==> src/rtl/fifo_drain_serializer.sv <==
// fifo_drain_serializer: pops words from the FIFO read port and shifts them out bit-serially.
// Define FIFO_DRAIN_PARITY_EN to append an even-parity bit after each word's data bits.
module fifo_drain_serializer #(
    parameter int DATA_WIDTH = 4,
    parameter bit MSB_FIRST  = 1'b1,
    parameter int CNT_WIDTH  = 8
) (
    input  logic                  clk,
    input  logic                  reset,
    input  logic                  fifo_empty,
    input  logic [DATA_WIDTH-1:0] fifo_dread,
    output logic                  fifo_r_en,
    input  logic                  ser_ready,
    output logic                  ser_valid,
    output logic                  ser_data,
    output logic                  ser_last,
    output logic                  busy,
    output logic [CNT_WIDTH-1:0]  word_count
);
    localparam int BW = $clog2(DATA_WIDTH + 1);
`ifdef FIFO_DRAIN_PARITY_EN
    localparam int NBITS = DATA_WIDTH + 1;
`else
    localparam int NBITS = DATA_WIDTH;
`endif
    localparam logic [BW-1:0] LAST = BW'(NBITS - 1);

    typedef enum logic [1:0] {IDLE, FETCH, SHIFT} state_t;
    state_t                state;
    logic [DATA_WIDTH-1:0] shift_reg;
    logic [BW-1:0]         bit_cnt;
    logic                  head;
    logic                  data_bit;

    assign head = MSB_FIRST ? shift_reg[DATA_WIDTH-1] : shift_reg[0];

`ifdef FIFO_DRAIN_PARITY_EN
    logic parity;
    always_ff @(posedge clk) begin
        if (reset)
            parity <= 1'b0;
        else if (state == FETCH)
            parity <= ^fifo_dread;
    end
    assign data_bit = (bit_cnt == BW'(DATA_WIDTH)) ? parity : head;
`else
    assign data_bit = head;
`endif

    // reset gates the pop so the FIFO is never drained while we are held
    assign fifo_r_en = (state == IDLE) && !fifo_empty && !reset;
    assign ser_valid = state == SHIFT;
    assign busy      = state != IDLE;
    assign ser_last  = ser_valid && (bit_cnt == LAST);
    assign ser_data  = ser_valid && data_bit;

    always_ff @(posedge clk) begin
        if (reset) begin
            state      <= IDLE;
            shift_reg  <= '0;
            bit_cnt    <= '0;
            word_count <= '0;
        end else begin
            case (state)
                IDLE: if (!fifo_empty) state <= FETCH;
                FETCH: begin
                    shift_reg <= fifo_dread;
                    bit_cnt   <= '0;
                    state     <= SHIFT;
                end
                SHIFT: if (ser_ready) begin
                    shift_reg <= MSB_FIRST ? shift_reg << 1 : shift_reg >> 1;
                    bit_cnt   <= bit_cnt + 1'b1;
                    if (ser_last) begin
                        word_count <= word_count + 1'b1;
                        state      <= IDLE;
                    end
                end
                default: state <= IDLE;
            endcase
        end
    end
endmodule
==> config.mk <==
export PLATFORM = sky130hd
export DESIGN_NAME = fifo_drain_serializer
export DESIGN_NICKNAME = d
export VERILOG_FILES = /design/src/rtl/fifo_drain_serializer.sv
export SDC_FILE = /design/constraint.sdc
export NUM_CORES = 1
export LEC_CHECK = 0
export ABC_AREA = 0
export BUFFER_PORTS_ARGS = -buffer_cell sky130_fd_sc_hd__buf_2
export CELL_PAD_IN_SITES_DETAIL_PLACEMENT = 1
export CELL_PAD_IN_SITES_GLOBAL_PLACEMENT = 2
export CORE_MARGIN = 2
export CORE_UTILIZATION = 33
export CTS_BUF_LIST = sky130_fd_sc_hd__clkbuf_4 sky130_fd_sc_hd__clkbuf_8
export DETAILED_ROUTE_END_ITERATION = 8
export PLACE_DENSITY_LB_ADDON = 0.1
export SETUP_SLACK_MARGIN = 0.5
export SKIP_LAST_GASP = 1
export SYNTH_ARGS = -nofsm -noshare
export SYNTH_HDL_FRONTEND = slang
export SYNTH_SLANG_ARGS = --single-unit
==> constraint.sdc <==
create_clock -name clk -period 2.9 [get_ports clk]
set_input_delay 0.58 -clock clk [delete_from_list [all_inputs] [get_ports clk]]
set_output_delay 0.58 -clock clk [all_outputs]
set_load 0.02 [all_outputs]
==> out/metrics.yaml <==
status:
  status: "complete, no violations"
floorplanning:
  die_w_um: 54.7
  core_um2: 2450
  ios: 21
  die_h_um: 54.7
  die-area_um2: 3000
  start_util: 0.346
  core.rowCount: 18
clock_tree:
  cts-root-buf: "clkbuf_4"
  postCtsSetupRepairBufs: 0
  htreeDepth: 1
  cts_sinks: 17
  clock_latency_ns: 0.30
  numCtsBuffers: 3
  clock_path_buffers: 2
  ctsHoldBuffers: 0
  cts_resized: 0
  clk_pin_slew_ns: 0.11
  cts_tree: "done"
placed_design:
  routabilityCongestion: 0.689
  port_buffers: 20
  place_inst: 147
  dp_hpwl_mm: 1.43
route:
  first_pass_iters: 4
  drtIter0Drc: 5
  vias: 784
  ant_nets: 0
  wl_per_cell_um: 13.4
  wirelength_mm: 2.03
  via_per_inst: 5.19
  remaining_drc_errors: 0
finish:
  final_layout_size_suffix_gt1_frac: 0.231
  area_growth_pct: 16.9
  multi_input_area_um2: 474
  seq_area_um2: 340
  antenna_cells: 0
  nets: 133
  final_cell_mix: "buf_2 (20), dfxtp_1 (17), nand2_1 (10)"
  fin_cells: 151
  final_common_cell: "buf_2"
  nFillCells: 311
  largest_reg_flops: 8
hold_path:
  hold_class: "primary input to flop"
yosys:
  synth_area_leaders: "dfxtp_1 (40%), a21oi_1 (5.3%), ha_1 (4.4%)"
  syn_area_um2: 850
  synthesis.nets: 113
  yosys_warnings: 0
  synth-main-ff-cell: "dfxtp_1"
  synthAdderAreaFrac: 0.0442
  synth_top_family_by_area: "simple AND/OR/NAND/NOR gates"
  ys_types: 30
  synthSimpleGateAreaFrac: 0.323
  yosys.area.top_type: "dfxtp_1"
  ys_seq_area_frac: 0.401
  synthMuxAreaShare: 0.0250
  synth_xor_area_frac: 0.0103
  postSynthAreaPerCell_um2: 8.33
  synth_compound_area_frac: 0.156
  async_flop_share: 0
  yosysTopAreaCellShare: 0.401
  synthesis.instances: 102
  synth_edf_count: 0
  ys_ff_latch: 17
power_and_ir_drop:
  power_density_nw_per_um2: 448
  power_leakage_uw: 0.000421
  peakVddDrop_mv: 0.241
worst_setup_path:
  start_kind: "flop"
  cp_max_fo: 16
  critPathTopFamily: "flip-flops"
  critPathKind: "flop to output port"
  critPathBufInv: 2
  cp_slowest_cell: "dfxtp_1"
  critPathArrivalTime_ns: 1.61
  max_stage_delay_ns: 0.64
  crit_chain: "nand2b_1, inv_1, and2_1, buf_2"
  worstPathRequired_ns: 2.32
  critPathCaptureType: "output port"
timing:
  setup_violations: 0
  tightest_slew_ns: 0.483
  slew_headroom: 0.677
  rsz0062_at_grt: "no"
  slew_violations: 0
  hold_viol: 0
  post-route-period-util: 0.756
  fmax_mhz: 456
  setup_tns_ns: 0
  worst_hold_slack_ns: 0.446
  fin_crit_ns: 2.19
  skew_ns: 0.00778
flow_run:
  drv_cap: 0
global_routing:
  grt-ovfl-total: 0
  grt_pass1_vias: 735
  groute.usage.overall: 0.155
  grt_pass1_wl_mm: 3.32
  antenna_found_initial: 0
  grt_max_degree: 20
[kinds of logic after synthesis]
family                   Yosys count
AND/OR/NAND/NOR                   50
AO/OA/AOI/OAI                     21
flip-flops                        17
buffers and inverters              8
adder cells (fa/ha/maj)            3
multiplexers                       2
XOR/XNOR                           1
[area by class of cell]
type / count / share of cell area
clock buffers: 4 / 0.0302
flip-flops and latches: 17 / 0.343
well taps: 30 / 0.0378
repair buffers: 20 / 0.101
multi-input cells: 77 / 0.477
inverters: 3 / 0.0113
[worst register-to-register path: cells and delay by family, from the launching register on]
| family | cells | cell delay [ns] |
|---|---|---|
| flip-flops | 1 | 0.40 |
| AND/OR/NAND/NOR | 2 | 0.69 |
| adder cells (fa/ha/maj) | 2 | 0.36 |
| multiplexers | 1 | 0.37 |
[cell usage after synthesis (2+ instances only)]
library cell and instances:
a21o_1 3, a21oi_1 9, a311oi_1 3, and2_1 2, clkbuf_1 2, dfxtp_1 17
ha_1 3, inv_1 3, nand2_1 10, nand2b_1 6, nand3_1 7, nand3b_1 2
nor2_1 6, nor2b_1 2, nor3_1 5, o21ai_0 3, o31ai_1 2, or2_2 2
or3_1 3, or4_1 2
[per-stage QoR]
stage | setup slack (ns) | power [uW] | util | area [um^2]
after global placement | 1.02 | 305 | 0.392 | 963
after CTS | 0.693 | 452 | 0.405 | 993
after detailed placement | 0.980 | 305 | 0.392 | 963
after floorplan | 0.944 | 288 | - | 850
final | 0.707 | 445 | 0.405 | 993
after global routing | 0.532 | 467 | 0.405 | 993
[power by group]
part | switching [uW] | internal, uW | total, uW
sequential | 10.2 | 241 | 252
clock | 83.0 | 62.9 | 146
combinational | 27.5 | 20.5 | 48.0
[final timing paths]
kind / slack (ns) / to / depth (start not counted) / from
worst min register to register: 0.50 / shift_reg[3]$_SDFFE_PP0P_ / 2 / shift_reg[2]$_SDFFE_PP0P_
worst max-delay path: 0.71 / ser_last / 4 / state[1]$_SDFFE_PP0P_
worst max register to register: 0.97 / word_count[7]$_SDFFE_PP0P_ / 5 / bit_cnt[0]$_SDFFE_PP0P_
worst min-delay path: 0.45 / state[0]$_SDFFE_PP0P_ / 2 / fifo_empty
[routing by layer]
| metal | vias up | global-route usage | routed length, um |
|---|---|---|---|
| li1 | 399 | - | - |
| met1 | 369 | 0.202 | 968 |
| met2 | 14 | 0.248 | 965 |
| met3 | 2 | 0.0246 | 78 |
| met4 | 0 | 0.0750 | 15 |
| met5 | - | 0 | 0 |
(Power assumes the default switching activity.)
